<file path="src/rtl/seq_alu_pkg.sv">
`default_nettype none
// +----------------------------------------------------------------------+
// | seq_alu_pkg : opcode and state encodings for the sequential ALU      |
// | Revision    : 1.0                                                    |
// +----------------------------------------------------------------------+
package seq_alu_pkg;

   localparam logic [3:0] OP_AND  = 4'b0000;
   localparam logic [3:0] OP_OR   = 4'b0001;
   localparam logic [3:0] OP_ADD  = 4'b0010;
   localparam logic [3:0] OP_MUL  = 4'b0011;
   localparam logic [3:0] OP_DIVU = 4'b0100;
   localparam logic [3:0] OP_REMU = 4'b0101;
   localparam logic [3:0] OP_SUB  = 4'b0110;
   localparam logic [3:0] OP_SLT  = 4'b0111;
   localparam logic [3:0] OP_SLTU = 4'b1000;
   localparam logic [3:0] OP_NOR  = 4'b1100;

   localparam logic [1:0] ST_IDLE = 2'd0;
   localparam logic [1:0] ST_MULT = 2'd1;
   localparam logic [1:0] ST_DIVD = 2'd2;
   localparam logic [1:0] ST_DONE = 2'd3;

endpackage
`default_nettype wire

</file>
<file path="src/rtl/seq_alu_muldiv.sv">
`default_nettype none
// +----------------------------------------------------------------------+
// | seq_alu_muldiv : iterative shift-add multiply / restoring divide     |
// | Revision       : 1.0                                                 |
// +----------------------------------------------------------------------+
module seq_alu_muldiv #(
   parameter int WIDTH = 32,
   parameter int CNT_W = $clog2(WIDTH) + 1
) (
   input  logic             clk,
   input  logic             reset,
   input  logic             load,
   input  logic             step,
   input  logic             div_mode,
   input  logic             rem_sel,
   input  logic [WIDTH-1:0] a,
   input  logic [WIDTH-1:0] b,
   output logic             last,
   output logic [WIDTH-1:0] res_next
);

   // x: multiplicand / dividend-then-quotient, y: multiplier / divisor,
   // z: product accumulator / partial remainder.
   logic [WIDTH-1:0] r_x, r_y, r_z;
   logic [WIDTH-1:0] w_x, w_y, w_z;
   logic [WIDTH-1:0] w_x_next, w_y_next, w_z_next;
   logic [WIDTH:0]   w_shift, w_diff;
   logic             w_ge;
   logic [CNT_W-1:0] r_count;

   // The load edge already performs the first step, so a full operation
   // takes exactly WIDTH edges from acceptance.
   assign w_x = load ? a : r_x;
   assign w_y = load ? b : r_y;
   assign w_z = load ? '0 : r_z;

   assign w_shift = {w_z, w_x[WIDTH-1]};
   assign w_diff  = w_shift - {1'b0, w_y};
   assign w_ge    = ~w_diff[WIDTH];

   always_comb begin
      w_x_next = w_x;
      w_y_next = w_y;
      w_z_next = w_z;
      if (div_mode) begin
         w_x_next = {w_x[WIDTH-2:0], w_ge};
         w_z_next = w_ge ? w_diff[WIDTH-1:0] : w_shift[WIDTH-1:0];
      end else begin
         w_x_next = {w_x[WIDTH-2:0], 1'b0};
         w_y_next = {1'b0, w_y[WIDTH-1:1]};
         w_z_next = w_y[0] ? (w_z + w_x) : w_z;
      end
   end

   assign res_next = (div_mode && !rem_sel) ? w_x_next : w_z_next;
   assign last     = (r_count == CNT_W'(1));

   always_ff @(posedge clk or posedge reset) begin
      if (reset) begin
         r_x     <= '0;
         r_y     <= '0;
         r_z     <= '0;
         r_count <= '0;
      end else if (load) begin
         r_x     <= w_x_next;
         r_y     <= w_y_next;
         r_z     <= w_z_next;
         r_count <= CNT_W'(WIDTH - 1);
      end else if (step) begin
         r_x     <= w_x_next;
         r_y     <= w_y_next;
         r_z     <= w_z_next;
         r_count <= r_count - CNT_W'(1);
      end
   end

endmodule
`default_nettype wire

</file>
<file path="src/rtl/seq_alu.sv">
`default_nettype none
// +----------------------------------------------------------------------+
// | seq_alu : multi-cycle ALU with valid/ready handshakes                |
// | Revision : 1.0                                                       |
// +----------------------------------------------------------------------+
module seq_alu #(
   parameter int WIDTH = 32,
   parameter int CNT_W = $clog2(WIDTH) + 1
) (
   input  logic             clk,
   input  logic             reset,
   input  logic             in_valid,
   output logic             in_ready,
   input  logic [WIDTH-1:0] a,
   input  logic [WIDTH-1:0] b,
   input  logic [3:0]       alu_control,
   output logic             out_valid,
   input  logic             out_ready,
   output logic [WIDTH-1:0] alu_result,
   output logic             zero,
   output logic             busy
);

   import seq_alu_pkg::*;

   logic [1:0]       r_state, w_state_next;
   logic [3:0]       r_op, w_op_cur;
   logic [WIDTH-1:0] r_result, w_single, w_res_next;
   logic             w_accept, w_is_mul, w_is_div, w_b_zero, w_load, w_last;

   assign w_accept = (r_state == ST_IDLE) && in_valid;
   assign w_is_mul = (alu_control == OP_MUL);
   assign w_is_div = (alu_control == OP_DIVU) || (alu_control == OP_REMU);
   assign w_b_zero = (b == '0);
   assign w_load   = w_accept && (w_is_mul || (w_is_div && !w_b_zero));
   // The datapath sees the live opcode on the load edge, the latched one after.
   assign w_op_cur = (r_state == ST_IDLE) ? alu_control : r_op;

   always_comb begin
      w_single = '0;
      case (alu_control)
         OP_AND:  w_single = a & b;
         OP_OR:   w_single = a | b;
         OP_ADD:  w_single = a + b;
         OP_SUB:  w_single = a - b;
         OP_NOR:  w_single = ~(a | b);
         OP_SLT:  w_single = {{(WIDTH-1){1'b0}}, ($signed(a) < $signed(b))};
         OP_SLTU: w_single = {{(WIDTH-1){1'b0}}, (a < b)};
         OP_DIVU: w_single = '1;
         OP_REMU: w_single = a;
         default: w_single = '0;
      endcase
   end

   seq_alu_muldiv #(
      .WIDTH (WIDTH),
      .CNT_W (CNT_W)
   ) u_muldiv (
      .clk      (clk),
      .reset    (reset),
      .load     (w_load),
      .step     (busy),
      .div_mode (w_op_cur != OP_MUL),
      .rem_sel  (w_op_cur == OP_REMU),
      .a        (a),
      .b        (b),
      .last     (w_last),
      .res_next (w_res_next)
   );

   always_ff @(posedge clk or posedge reset) begin
      if (reset) begin
         r_state <= ST_IDLE;
      end else begin
         r_state <= w_state_next;
      end
   end

   always_comb begin
      w_state_next = r_state;
      case (r_state)
         ST_IDLE: begin
            if (in_valid) begin
               if (w_is_mul)
                  w_state_next = ST_MULT;
               else if (w_is_div && !w_b_zero)
                  w_state_next = ST_DIVD;
               else
                  w_state_next = ST_DONE;
            end
         end
         ST_MULT, ST_DIVD: begin
            if (w_last)
               w_state_next = ST_DONE;
         end
         ST_DONE: begin
            if (out_ready)
               w_state_next = ST_IDLE;
         end
         default: w_state_next = ST_IDLE;
      endcase
   end

   always_comb begin
      in_ready  = (r_state == ST_IDLE);
      out_valid = (r_state == ST_DONE);
      busy      = (r_state == ST_MULT) || (r_state == ST_DIVD);
   end

   always_ff @(posedge clk or posedge reset) begin
      if (reset) begin
         r_result <= '0;
         r_op     <= OP_AND;
      end else if (w_accept) begin
         r_op <= alu_control;
         if (!w_load)
            r_result <= w_single;
      end else if (busy && w_last) begin
         r_result <= w_res_next;
      end
   end

   assign alu_result = r_result;
   assign zero       = out_valid && (r_result == '0);

endmodule
`default_nettype wire
</file>
<file path="config.mk">
export PLATFORM = sky130hd
export DESIGN_NAME = seq_alu
export DESIGN_NICKNAME = d
export VERILOG_FILES = /design/src/rtl/seq_alu_pkg.sv /design/src/rtl/seq_alu_muldiv.sv /design/src/rtl/seq_alu.sv
export SDC_FILE = /design/constraint.sdc
export NUM_CORES = 1
export LEC_CHECK = 0
export CORE_ASPECT_RATIO = 1.75
export CORE_MARGIN = 10
export CORE_UTILIZATION = 45
export CTS_BUF_LIST = sky130_fd_sc_hd__clkbuf_8
export DETAILED_ROUTE_END_ITERATION = 10
export PLACE_DENSITY = 0.71
export SLEW_MARGIN = 20
export SYNTH_ARGS = -nofsm -noshare
export SYNTH_HDL_FRONTEND = slang
export SYNTH_SLANG_ARGS = --single-unit
</file>
<file path="constraint.sdc">
create_clock -name clk -period 8.95 [get_ports clk]
set_input_delay 0.895 -clock clk [delete_from_list [all_inputs] [get_ports clk]]
set_output_delay 0.895 -clock clk [all_outputs]
set_load 0.02 [all_outputs]
</file>
==> results.ini <==
[clock_tree]
clkLatencyLatePin_ns = 0.52
numCtsBuffers = 17
cts_hold_buf = 0
cts_root_buffer = clkbuf_8
cts_setup_buffers = 0
clock_path_buffers = 2
cts.sinks = 140
tritoncts = done
cts_resized = 0
h-tree-depth = 4
path_clk_slew_ns = 0.09

[timing]
slew_headroom = 0.202
report.final.slew_viol_count = 0
period_share = 0.885
setup_tns_ns = 0
tightest_slew_ns = 1.19
final.setup_skew_ns = 0.0225
fmax_ghz = 0.126
setup_viol = 0
rsz0062_at_grt = no
post-route-min-period_ns = 7.92
finalHoldViolations = 0
setup_slack_ns = 1.03

[setup_path]
critical_path.max_fanout = 51
worstPathArrival_ns = 8.30
cp-start-kind = input port
required_ns = 9.34
cp-end-kind = register
r2r_setup_slack_ns = 2.19
worstSetupPathType = in -> reg

[cells_and_area]
regArea_mm2 = 0.00350
area_delta_synth_final_pct = 11.0
multiInputGateArea_mm2 = 0.0131
drive_above_1_share = 0.0584
num-fill-cells = 3885
nets = 2735

[pwr]
vdd_drop_max_uv = 352
p_leak_nw = 8.14
p_per_area_mw_per_mm2 = 376

[drt]
firstDrtPassIters = 6
drt-initial-drc-count = 2609
postRouteWirelength_mm = 82.8
vias_per_cell = 6.78
drc = 0
num_vias = 20600
routedWlPerCell_um = 27.3
ant_nets = 0

[floorplanning]
initial_core_util = 0.454
io-pin-count = 108
coreArea_mm2 = 0.0390
die_h_um = 282
die_w_um = 170
rows = 96
die_area_mm2 = 0.0480

[synth]
synth-async-reset-ratio = 1.00
synthesis.nets = 2723
synth-warning-count = 0
syn_avg_cell_area_um2 = 7.06
syn-cell-area_mm2 = 0.0177
syn-instance-count = 2510
seq_area_frac_synth = 0.198
synth_edf_count = 0
synth-seq-cells = 140
synth_cell_types = 98
ys.flop_type = dfrtp_1

[global_routing]
grt_pass1_wl_mm = 123
grt_max_degree = 87
gr-total-overflow = 0
grt_util_all_layers = 0.336
antenna_found_initial = 5
grt_pass1_vias = 19700

[placement]
hpwl_mm = 63.3
place_ws_ns = 0.921
place_congestion = 1.02
port_buffers = 107

[run]
cap_violations = 0

[outcome]
status = finished clean

[worst_hold_path]
hp-class = reg -> reg

[critical path, cell delays in order]
cell             delay [ns]
clkdlybuf4s50_1        0.80
nor4_2                 0.63
nand4_1                0.35
or3_1                  0.82
nand2_8                0.23
buf_4                  0.47
nor2_1                 0.08
a21oi_1                0.26
inv_1                  0.08
ha_1                   0.26
a211oi_1               0.24
o21ai_0                0.19
o21ai_0                0.31
a221o_1                0.32
o2bb2ai_2              0.20
a221o_1                0.37
a211oi_2               0.11
o32a_2                 0.45
xnor2_1                0.50
o221a_1                0.42
a311o_1                0.18
nand3_1                0.08
[area by class of cell]
type,count,share of cell area
Clock buffer,18,0.0126
Multi-Input combinational cell,2048,0.664
Inverter,152,0.0293
Timing Repair Buffer,163,0.0766
Clock inverter,13,0.00726
Antenna cell,6,0.000764
Tap cell,490,0.0312
Sequential cell,140,0.178
[kinds of logic after synthesis]
| family | share of synthesized area |
|---|---|
| AOI/OAI and AO/OA | 0.351 |
| xor gates and xnor gates | 0.0554 |
| adders and majority gates | 0.106 |
| buffers and inverters | 0.0707 |
| DFF | 0.198 |
| muxes | 0.0145 |
| and+or+nand+nor | 0.204 |
[power by group]
| part | switching [mW] | total (mW) | internal [mW] |
|---|---|---|---|
| combinational | 3.44 | 5.44 | 2.00 |
| clock | 0.293 | 0.547 | 0.254 |
| sequential | 0.465 | 1.40 | 0.939 |
| total | 4.20 | 7.40 | 3.19 |
[placed cells by master, fill, tap and decap left out, drive strengths merged, types with 42 or more instances in the layout]
cell and instances:
nand3 47, xor2 42, ha 137, a21oi 275
inv 156, nor2 271, xnor2 70, dfrtp 140
buf 55, clkdlybuf4s50 107, a221oi 50, nand2 264
o21ai 257
[metal layers]
layer  global-route usage  vias to the layer above  share of wire  wire length [um]
li1                     -                     9155              -                 -
met1                0.399                     9811           0.37             30700
met2                0.552                     1282           0.47             38900
met3               0.0555                      310          0.088              7250
met4                0.216                        0          0.072              5950
met5                    0                        -              0                 0
[through the flow]
step                instances   util  instance area [um^2]  total power, mW  hold slack (ns)
global placement         2992  0.493                 19200             6.61            0.453
CTS                      3024  0.503                 19600             7.22            0.491
global route             3029  0.503                 19700             7.85            0.511
floorplan                2510      -                 17700             4.94            0.439
finish                   3030  0.503                 19700             7.40            0.485
detailed placement       2993  0.493                 19200             6.65            0.469
[sequential cells by signal (all words and copies together) (netlist names)]
| name | count |
|---|---|
| r_state | 2 |
| u_muldiv.r_count | 6 |
| u_muldiv.r_x | 32 |
| u_muldiv.r_y | 32 |
| alu_result | 32 |
| u_muldiv.r_z | 32 |
| r_op | 4 |
[synthesized netlist by cell type (38+ instances only)]
library cell | n | area share
inv_1 | 151 | 0.032
a211oi_1 | 38 | 0.016
nand2_1 | 263 | 0.056
clkbuf_1 | 127 | 0.027
a21oi_1 | 274 | 0.077
nand3_1 | 47 | 0.013
o21ai_0 | 253 | 0.071
dfrtp_1 | 140 | 0.20
nor2_1 | 268 | 0.057
a221oi_1 | 50 | 0.025
xnor2_1 | 70 | 0.035
ha_1 | 137 | 0.097
a21o_1 | 41 | 0.017
xor2_1 | 42 | 0.021
[final timing paths]
kind	startpoint	to	cells after the start
worst max-delay path	b[9]	alu_result[31]	22
worst min-delay path	u_muldiv.r_z[25]	u_muldiv.r_z[25]	2
worst max register to register	r_state[0]	alu_result[31]	20
worst min register to register	u_muldiv.r_z[25]	u_muldiv.r_z[25]	2
max in group asynchronous	reset	alu_result[17]	3
min in group asynchronous	reset	u_muldiv.r_y[26]	2
Note: power is estimated with default switching activity, not from simulation.
